==> src/rtl/minisrc_ctrl_pkg.sv <==
// Shared encodings for the Mini SRC control sequencer: opcodes, the state
// register, instruction classes and the one-hot ALU-op bit positions.
package minisrc_ctrl_pkg;

   localparam logic [4:0] OP_LD   = 5'b00000;
   localparam logic [4:0] OP_LDI  = 5'b00001;
   localparam logic [4:0] OP_ST   = 5'b00010;
   localparam logic [4:0] OP_ADD  = 5'b00011;
   localparam logic [4:0] OP_SUB  = 5'b00100;
   localparam logic [4:0] OP_AND  = 5'b00101;
   localparam logic [4:0] OP_OR   = 5'b00110;
   localparam logic [4:0] OP_ROR  = 5'b00111;
   localparam logic [4:0] OP_ROL  = 5'b01000;
   localparam logic [4:0] OP_SHR  = 5'b01001;
   localparam logic [4:0] OP_SHRA = 5'b01010;
   localparam logic [4:0] OP_SHL  = 5'b01011;
   localparam logic [4:0] OP_ADDI = 5'b01100;
   localparam logic [4:0] OP_ANDI = 5'b01101;
   localparam logic [4:0] OP_ORI  = 5'b01110;
   localparam logic [4:0] OP_DIV  = 5'b01111;
   localparam logic [4:0] OP_MUL  = 5'b10000;
   localparam logic [4:0] OP_NEG  = 5'b10001;
   localparam logic [4:0] OP_NOT  = 5'b10010;
   localparam logic [4:0] OP_BR   = 5'b10011;
   localparam logic [4:0] OP_JR   = 5'b10100;
   localparam logic [4:0] OP_JAL  = 5'b10101;
   localparam logic [4:0] OP_IN   = 5'b10110;
   localparam logic [4:0] OP_OUT  = 5'b10111;
   localparam logic [4:0] OP_MFHI = 5'b11000;
   localparam logic [4:0] OP_MFLO = 5'b11001;
   localparam logic [4:0] OP_NOP  = 5'b11010;
   localparam logic [4:0] OP_HALT = 5'b11011;

   // Bit positions inside the one-hot ALU-op vector.
   localparam int ALU_W    = 13;
   localparam int ALU_ADD  = 0;
   localparam int ALU_SUB  = 1;
   localparam int ALU_AND  = 2;
   localparam int ALU_OR   = 3;
   localparam int ALU_SHR  = 4;
   localparam int ALU_SHRA = 5;
   localparam int ALU_SHL  = 6;
   localparam int ALU_ROR  = 7;
   localparam int ALU_ROL  = 8;
   localparam int ALU_MUL  = 9;
   localparam int ALU_DIV  = 10;
   localparam int ALU_NEG  = 11;
   localparam int ALU_NOT  = 12;

   typedef enum logic [3:0] {
      ST_RESET, ST_T0, ST_T1, ST_T2, ST_T3,
      ST_T4, ST_T5, ST_T6, ST_T7, ST_HALT
   } state_t;

   typedef enum logic [3:0] {
      CLS_RTYPE, CLS_IMM, CLS_NEGNOT, CLS_MULDIV,
      CLS_LDI, CLS_LD, CLS_ST, CLS_BR,
      CLS_JR, CLS_JAL, CLS_IN, CLS_OUT,
      CLS_MFHI, CLS_MFLO, CLS_NOP, CLS_HALT
   } cls_t;

   // Final execute step of each class; the sequencer returns to T0 after it.
   function automatic state_t last_step(input cls_t cls);
      state_t s;
      case (cls)
         CLS_JR, CLS_IN, CLS_OUT, CLS_MFHI, CLS_MFLO: s = ST_T3;
         CLS_NEGNOT, CLS_JAL:                         s = ST_T4;
         CLS_RTYPE, CLS_IMM, CLS_LDI:                 s = ST_T5;
         CLS_MULDIV, CLS_ST, CLS_BR:                  s = ST_T6;
         CLS_LD:                                      s = ST_T7;
         default:                                     s = ST_T3;
      endcase
      return s;
   endfunction

endpackage

==> src/rtl/minisrc_op_decode.sv <==
// Combinational opcode decode: instruction class plus the ALU operation the
// class drives during its ALU step.
module minisrc_op_decode
   import minisrc_ctrl_pkg::*;
#(
   parameter logic HALT_ON_UNKNOWN = 1'b0
) (
   input  logic [4:0]       opcode_i,
   output cls_t             cls_o,
   output logic [ALU_W-1:0] alu_o
);

   // Map opcode to class and one-hot ALU op; address arithmetic uses ADD.
   always_comb begin
      cls_o = CLS_NOP;
      alu_o = '0;
      case (opcode_i)
         OP_LD:   begin cls_o = CLS_LD;     alu_o[ALU_ADD]  = 1'b1; end
         OP_LDI:  begin cls_o = CLS_LDI;    alu_o[ALU_ADD]  = 1'b1; end
         OP_ST:   begin cls_o = CLS_ST;     alu_o[ALU_ADD]  = 1'b1; end
         OP_ADD:  begin cls_o = CLS_RTYPE;  alu_o[ALU_ADD]  = 1'b1; end
         OP_SUB:  begin cls_o = CLS_RTYPE;  alu_o[ALU_SUB]  = 1'b1; end
         OP_AND:  begin cls_o = CLS_RTYPE;  alu_o[ALU_AND]  = 1'b1; end
         OP_OR:   begin cls_o = CLS_RTYPE;  alu_o[ALU_OR]   = 1'b1; end
         OP_ROR:  begin cls_o = CLS_RTYPE;  alu_o[ALU_ROR]  = 1'b1; end
         OP_ROL:  begin cls_o = CLS_RTYPE;  alu_o[ALU_ROL]  = 1'b1; end
         OP_SHR:  begin cls_o = CLS_RTYPE;  alu_o[ALU_SHR]  = 1'b1; end
         OP_SHRA: begin cls_o = CLS_RTYPE;  alu_o[ALU_SHRA] = 1'b1; end
         OP_SHL:  begin cls_o = CLS_RTYPE;  alu_o[ALU_SHL]  = 1'b1; end
         OP_ADDI: begin cls_o = CLS_IMM;    alu_o[ALU_ADD]  = 1'b1; end
         OP_ANDI: begin cls_o = CLS_IMM;    alu_o[ALU_AND]  = 1'b1; end
         OP_ORI:  begin cls_o = CLS_IMM;    alu_o[ALU_OR]   = 1'b1; end
         OP_DIV:  begin cls_o = CLS_MULDIV; alu_o[ALU_DIV]  = 1'b1; end
         OP_MUL:  begin cls_o = CLS_MULDIV; alu_o[ALU_MUL]  = 1'b1; end
         OP_NEG:  begin cls_o = CLS_NEGNOT; alu_o[ALU_NEG]  = 1'b1; end
         OP_NOT:  begin cls_o = CLS_NEGNOT; alu_o[ALU_NOT]  = 1'b1; end
         OP_BR:   begin cls_o = CLS_BR;     alu_o[ALU_ADD]  = 1'b1; end
         OP_JR:   cls_o = CLS_JR;
         OP_JAL:  cls_o = CLS_JAL;
         OP_IN:   cls_o = CLS_IN;
         OP_OUT:  cls_o = CLS_OUT;
         OP_MFHI: cls_o = CLS_MFHI;
         OP_MFLO: cls_o = CLS_MFLO;
         OP_NOP:  cls_o = CLS_NOP;
         OP_HALT: cls_o = CLS_HALT;
         default: begin
            if (HALT_ON_UNKNOWN) cls_o = CLS_HALT;
            else                 cls_o = CLS_NOP;
         end
      endcase
   end

endmodule

==> src/rtl/minisrc_control_unit.sv <==
// Hardwired Moore sequencer for the Mini SRC datapath: fetch T0..T2, then
// per-class execute steps T3..T7, driving every datapath control strobe.
//
//   state | meaning
//   RESET | held by Clear, all strobes low
//   T0    | PC to MAR, PC+1 into Z
//   T1    | Z to PC, memory read into MDR
//   T2    | MDR to IR; opcode latched on exit
//   T3-T7 | class-specific execute steps
//   HALT  | all strobes low until Clear
module minisrc_control_unit
   import minisrc_ctrl_pkg::*;
#(
   parameter logic HALT_ON_UNKNOWN = 1'b0
) (
   input  logic        Clock,
   input  logic        Clear,
   input  logic [31:0] IR,
   input  logic        BranchOut,
   output logic        Run,
   output logic        PCout, Zlowout, Zhighout, MDRout, LOout, HIout,
   output logic        InPortout, OutPortOut, Cout, BAout, Rout,
   output logic        PCin, IRin, MARin, MDRin, Yin, Zin, LOin, HIin,
   output logic        Rin, RAin, CONin, OutPortIn,
   output logic        Gra, Grb, Grc,
   output logic        Read, Write, IncPC,
   output logic        ADD, SUB, AND, OR, SHR, SHRA, SHL, ROR, ROL,
   output logic        MUL, DIV, NEG, NOT
);

   state_t           state_q, state_d;
   logic [4:0]       opcode_q;
   logic [4:0]       op_sel;
   cls_t             cls;
   logic [ALU_W-1:0] alu_vec;
   logic             alu_en;
   logic             unused_ir;

   assign unused_ir = ^IR[26:0];

   // In T2 the raw IR opcode decides nop/halt/execute; afterwards only the
   // latched copy is used, so later IR changes cannot disturb execution.
   assign op_sel = (state_q == ST_T2) ? IR[31:27] : opcode_q;

   minisrc_op_decode #(
      .HALT_ON_UNKNOWN(HALT_ON_UNKNOWN)
   ) u_decode (
      .opcode_i (op_sel),
      .cls_o    (cls),
      .alu_o    (alu_vec)
   );

   // State register and opcode latch; Clear aborts any step immediately.
   always_ff @(posedge Clock or posedge Clear) begin
      if (Clear) begin
         state_q  <= ST_RESET;
         opcode_q <= '0;
      end else begin
         state_q <= state_d;
         if (state_q == ST_T2) opcode_q <= IR[31:27];
      end
   end

   // Next-state and strobe decode from state plus instruction class.
   always_comb begin
      state_d    = state_q;
      Run        = 1'b0;
      PCout      = 1'b0; Zlowout = 1'b0; Zhighout = 1'b0; MDRout = 1'b0;
      LOout      = 1'b0; HIout   = 1'b0; InPortout = 1'b0;
      OutPortOut = 1'b0; Cout    = 1'b0; BAout = 1'b0; Rout = 1'b0;
      PCin       = 1'b0; IRin    = 1'b0; MARin = 1'b0; MDRin = 1'b0;
      Yin        = 1'b0; Zin     = 1'b0; LOin  = 1'b0; HIin  = 1'b0;
      Rin        = 1'b0; RAin    = 1'b0; CONin = 1'b0; OutPortIn = 1'b0;
      Gra        = 1'b0; Grb     = 1'b0; Grc   = 1'b0;
      Read       = 1'b0; Write   = 1'b0; IncPC = 1'b0;
      alu_en     = 1'b0;
      case (state_q)
         ST_RESET: state_d = ST_T0;
         ST_T0: begin
            Run = 1'b1; PCout = 1'b1; MARin = 1'b1; IncPC = 1'b1; Zin = 1'b1;
            state_d = ST_T1;
         end
         ST_T1: begin
            Run = 1'b1; Zlowout = 1'b1; PCin = 1'b1; Read = 1'b1; MDRin = 1'b1;
            state_d = ST_T2;
         end
         ST_T2: begin
            Run = 1'b1; MDRout = 1'b1; IRin = 1'b1;
            case (cls)
               CLS_NOP:  state_d = ST_T0;
               CLS_HALT: state_d = ST_HALT;
               default:  state_d = ST_T3;
            endcase
         end
         ST_HALT: state_d = ST_HALT;
         default: begin
            Run = 1'b1;
            case (cls)
               CLS_RTYPE, CLS_IMM, CLS_LDI, CLS_LD, CLS_ST: begin
                  case (state_q)
                     ST_T3: begin
                        Grb = 1'b1; Yin = 1'b1;
                        if (cls == CLS_RTYPE || cls == CLS_IMM) Rout = 1'b1;
                        else                                    BAout = 1'b1;
                     end
                     ST_T4: begin
                        Zin = 1'b1; alu_en = 1'b1;
                        if (cls == CLS_RTYPE) begin Grc = 1'b1; Rout = 1'b1; end
                        else                  Cout = 1'b1;
                     end
                     ST_T5: begin
                        Zlowout = 1'b1;
                        if (cls == CLS_LD || cls == CLS_ST) MARin = 1'b1;
                        else begin Gra = 1'b1; Rin = 1'b1; end
                     end
                     ST_T6: begin
                        if (cls == CLS_LD) begin Read = 1'b1; MDRin = 1'b1; end
                        if (cls == CLS_ST) begin Gra = 1'b1; Rout = 1'b1; Write = 1'b1; end
                     end
                     ST_T7: begin
                        if (cls == CLS_LD) begin MDRout = 1'b1; Gra = 1'b1; Rin = 1'b1; end
                     end
                     default: ;
                  endcase
               end
               CLS_NEGNOT: begin
                  if (state_q == ST_T3) begin Grb = 1'b1; Rout = 1'b1; Zin = 1'b1; alu_en = 1'b1; end
                  if (state_q == ST_T4) begin Zlowout = 1'b1; Gra = 1'b1; Rin = 1'b1; end
               end
               CLS_MULDIV: begin
                  if (state_q == ST_T3) begin Gra = 1'b1; Rout = 1'b1; Yin = 1'b1; end
                  if (state_q == ST_T4) begin Grb = 1'b1; Rout = 1'b1; Zin = 1'b1; alu_en = 1'b1; end
                  if (state_q == ST_T5) begin Zlowout = 1'b1; LOin = 1'b1; end
                  if (state_q == ST_T6) begin Zhighout = 1'b1; HIin = 1'b1; end
               end
               CLS_BR: begin
                  if (state_q == ST_T3) begin Gra = 1'b1; Rout = 1'b1; CONin = 1'b1; end
                  if (state_q == ST_T4) begin PCout = 1'b1; Yin = 1'b1; end
                  if (state_q == ST_T5) begin Cout = 1'b1; Zin = 1'b1; alu_en = 1'b1; end
                  if (state_q == ST_T6) begin Zlowout = 1'b1; PCin = BranchOut; end
               end
               CLS_JR:   begin Gra = 1'b1; Rout = 1'b1; PCin = 1'b1; end
               CLS_JAL: begin
                  if (state_q == ST_T3) begin PCout = 1'b1; RAin = 1'b1; end
                  if (state_q == ST_T4) begin Gra = 1'b1; Rout = 1'b1; PCin = 1'b1; end
               end
               CLS_IN:   begin InPortout = 1'b1; Gra = 1'b1; Rin = 1'b1; end
               CLS_OUT:  begin Gra = 1'b1; Rout = 1'b1; OutPortIn = 1'b1; end
               CLS_MFHI: begin HIout = 1'b1; Gra = 1'b1; Rin = 1'b1; end
               CLS_MFLO: begin LOout = 1'b1; Gra = 1'b1; Rin = 1'b1; end
               default: ;
            endcase
            if (state_q == last_step(cls)) state_d = ST_T0;
            else begin
               case (state_q)
                  ST_T3:   state_d = ST_T4;
                  ST_T4:   state_d = ST_T5;
                  ST_T5:   state_d = ST_T6;
                  ST_T6:   state_d = ST_T7;
                  default: state_d = ST_T0;
               endcase
            end
         end
      endcase
   end

   assign {NOT, NEG, DIV, MUL, ROL, ROR, SHL, SHRA, SHR, OR, AND, SUB, ADD} =
      alu_en ? alu_vec : '0;

endmodule

==> config.mk <==
export PLATFORM = sky130hd
export DESIGN_NAME = minisrc_control_unit
export DESIGN_NICKNAME = d
export VERILOG_FILES = /design/src/rtl/minisrc_ctrl_pkg.sv /design/src/rtl/minisrc_op_decode.sv /design/src/rtl/minisrc_control_unit.sv
export SDC_FILE = /design/constraint.sdc
export NUM_CORES = 1
export LEC_CHECK = 0
export CAP_MARGIN = 20
export CORE_MARGIN = 5
export CORE_UTILIZATION = 44
export DETAILED_ROUTE_END_ITERATION = 10
export HOLD_SLACK_MARGIN = 0.03
export PLACE_DENSITY = 0.93
export REMOVE_ABC_BUFFERS = 1
export SKIP_CTS_REPAIR_TIMING = 1
export SLEW_MARGIN = 20
export SYNTH_ARGS = -nofsm -noshare
export SYNTH_HDL_FRONTEND = slang
export SYNTH_SLANG_ARGS = --single-unit
==> constraint.sdc <==
create_clock -name Clock -period 6.2 [get_ports Clock]
set_clock_uncertainty 0.1 [all_clocks]
set_input_delay 0.62 -clock Clock [delete_from_list [all_inputs] [get_ports Clock]]
set_output_delay 0.62 -clock Clock [all_outputs]
set_load 0.02 [all_outputs]
==> flow_metrics.py <==
metrics = {
    "die": {
        "placement_rows": 21,
        "dieHeight_um": 69.7,
        "start_util": 0.463,
        "ioPinCount": 78,
        "die_area_mm2": 0.00486,
        "die_x_um": 69.7,
        "coreArea_mm2": 0.00339,
    },
    "run": {
        "drv_cap": 0,
    },
    "power": {
        "powerDensity_mw_per_mm2": 530,
        "vdd_drop_max_mv": 0.353,
        "swShare": 0.596,
        "power_frac_clock": 0.042,
        "p_comb_frac": 0.792,
        "p_int_mw": 0.436,
        "total_leakage_power_nw": 0.718,
        "p_sw_mw": 0.642,
        "seqPwrFrac": 0.166,
        "totalPowerFinal_mw": 1.08,
    },
    "yosys": {
        "synth_area_leader_cell": "dfrtp_1",
        "yosysUniqueCellTypes": 56,
        "ys_seq_elements": 9,
        "synth_top_cell_area_share": 0.143,
        "seq_area_frac_synth": 0.143,
        "synthTopCellsByArea": "dfrtp_1 14%, nor3_1 6.1%, o21ai_0 6.1%",
        "synthFlopType": "dfrtp_1",
        "async_reset_ff_frac": 1.00,
        "synth_area_mm2": 0.00157,
        "synth_cells": 236,
        "synth_edf_count": 0,
        "avgSynthCellArea_um2": 6.65,
        "synth_warnings": 0,
    },
    "global_routing": {
        "grt_usage": 0.224,
        "grtUsageMet2": 0.362,
        "grt_use_met1": 0.309,
        "met3_usage": 0.0391,
        "grt_pass1_wl_mm": 9.12,
        "antenna_found_initial": 0,
        "grt_overflow_total": 0,
        "grt_max_degree": 29,
        "grt-busiest-layer": "met2",
        "grt_pass1_vias": 1837,
    },
    "timing": {
        "max_slew_margin": 0.509,
        "fin_crit_sh": 0.693,
        "fin_ws_ns": 1.90,
        "max_clock_freq_mhz": 233,
        "worstMarginPinSlew_ns": 0.736,
        "setup_violations": 0,
        "drv_slew": 0,
        "hold_viol": 0,
        "whs_ns": 0.508,
        "grt_setup_unrepaired": "false",
        "final.setup.tns_ns": 0,
        "min_period_ns": 4.30,
    },
    "setup_path": {
        "worstSetupStartpointType": "flip-flop",
        "criticalPathCategory": "reg -> out",
        "cp.required_ns": 5.48,
        "end_kind": "primary output",
        "crit_fanout": 28,
        "critPathArrivalTime_ns": 3.58,
    },
    "placed_design": {
        "gp_congestion": 1.01,
        "dpl.cell_count": 313,
        "place_ws_ns": 2.01,
        "numPortBuffers": 49,
        "dp_hpwl_mm": 4.09,
        "dpl_cell_area_mm2": 0.00201,
    },
    "cells_and_area": {
        "n_fill_cell": 320,
        "postLayoutCellArea_mm2": 0.00203,
        "nets": 307,
        "final_util": 0.600,
        "fin_cells": 317,
        "multiInputGateArea_mm2": 0.00116,
        "layout_common_cells": "49 x clkdlybuf4s50_1, 25 x nor2_1, 22 x nand2_1",
        "seqCellArea_um2": 225,
        "drive_gt1_frac": 0.0590,
        "layout_commonest_cell": "clkdlybuf4s50_1",
        "diodes": 0,
        "area_growth_pct": 29.5,
    },
    "cts": {
        "numCtsBuffers": 3,
        "clock_sinks": 9,
        "cts.clk_slew.worst_paths_ns": 0.06,
        "clk-insertion-delay-late_ns": 0.26,
        "cts-root-buf": "clkbuf_4",
        "clock_path_buffers": 2,
        "h-tree-depth": 1,
        "cts_tree": "yes",
    },
    "drt": {
        "drt_iter0_markers": 251,
        "route.detailed.drc": 0,
        "wire_per_inst_um": 17.2,
        "vias": 1985,
        "ant_nets": 0,
        "finalWirelength_mm": 5.47,
        "drt_first_pass_iters": 5,
        "vias_per_cell": 6.26,
    },
    "run_status": {
        "status": "complete, no violations",
    },
    "hold_path": {
        "hp-class": "in -> async",
    },
}
-- cell usage after synthesis, types with 5 or more instances --
cell,count
nor3_1,19
nor2_1,25
clkbuf_1,9
nor4_1,5
nand2b_1,9
o21ai_0,19
inv_1,10
mux2i_1,5
buf_4,6
nand2_1,22
nand3_1,13
a21oi_1,11
dfrtp_1,9
nor2b_1,6
a31oi_1,6
-- state kept, by name, indices dropped and copies added, names as in the netlist --
name / flops
opcode_q: 5
state_q: 4
-- power groups by stage --
stage	clock, mW	sequential (mW)	combinational, mW
after floorplan	0	0.149	0.562
after global placement	0	0.172	0.825
after detailed placement	0	0.176	0.832
after CTS	0.0468	0.175	0.838
after global routing	0.0492	0.186	0.919
final	0.0458	0.179	0.854
-- per-layer routing --
layer	part of all wire	vias to the layer above
met5	0	-
met4	0.011	0
met3	0.11	6
met2	0.46	131
met1	0.42	912
li1	-	936
-- logic make-up (layout without fill, tap and decap cells) --
| group | Yosys count | in the layout | synth area share |
|---|---|---|---|
| AND/OR/NAND/NOR | 117 | 117 | 0.381 |
| flip-flops | 9 | 9 | 0.143 |
| other | 1 | 1 | 0.00239 |
| multiplexers | 8 | 8 | 0.0606 |
| AO/OA/AOI/OAI | 65 | 65 | 0.277 |
| XOR/XNOR | 3 | 3 | 0.0167 |
| buffers and inverters | 33 | 68 | 0.119 |
-- final cells by class --
class	count	area share
Inverter	12	0.0258
Clock buffer	4	0.0129
Sequential cell	9	0.111
Multi-Input combinational cell	194	0.570
Tap cell	46	0.0283
Timing Repair Buffer	52	0.252
-- worst max-delay path, stage by stage (launching register included) --
cell             delay (ns)
dfrtp_1                0.68
nand4bb_1              0.19
buf_4                  0.25
inv_8                  0.17
mux2i_1                0.36
inv_1                  0.18
nor2_1                 0.17
nor3_1                 0.12
nor4_2                 0.39
a221o_1                0.18
clkdlybuf4s50_1        0.61
-- final timing paths --
| check | start | end | slack (ns) | cells past startpoint |
|---|---|---|---|---|
| max | state_q[1] | Gra | 1.90 | 10 |
| min | Clear | opcode_q[1] | 0.51 | 2 |
| max reg2reg | state_q[1] | state_q[0] | 3.53 | 9 |
| min reg2reg | state_q[3] | state_q[1] | 0.59 | 1 |
| max in group asynchronous | Clear | opcode_q[4] | 5.24 | 2 |
| min in group Clock | state_q[3] | state_q[1] | 0.59 | 1 |
(Power assumes the default switching activity.)
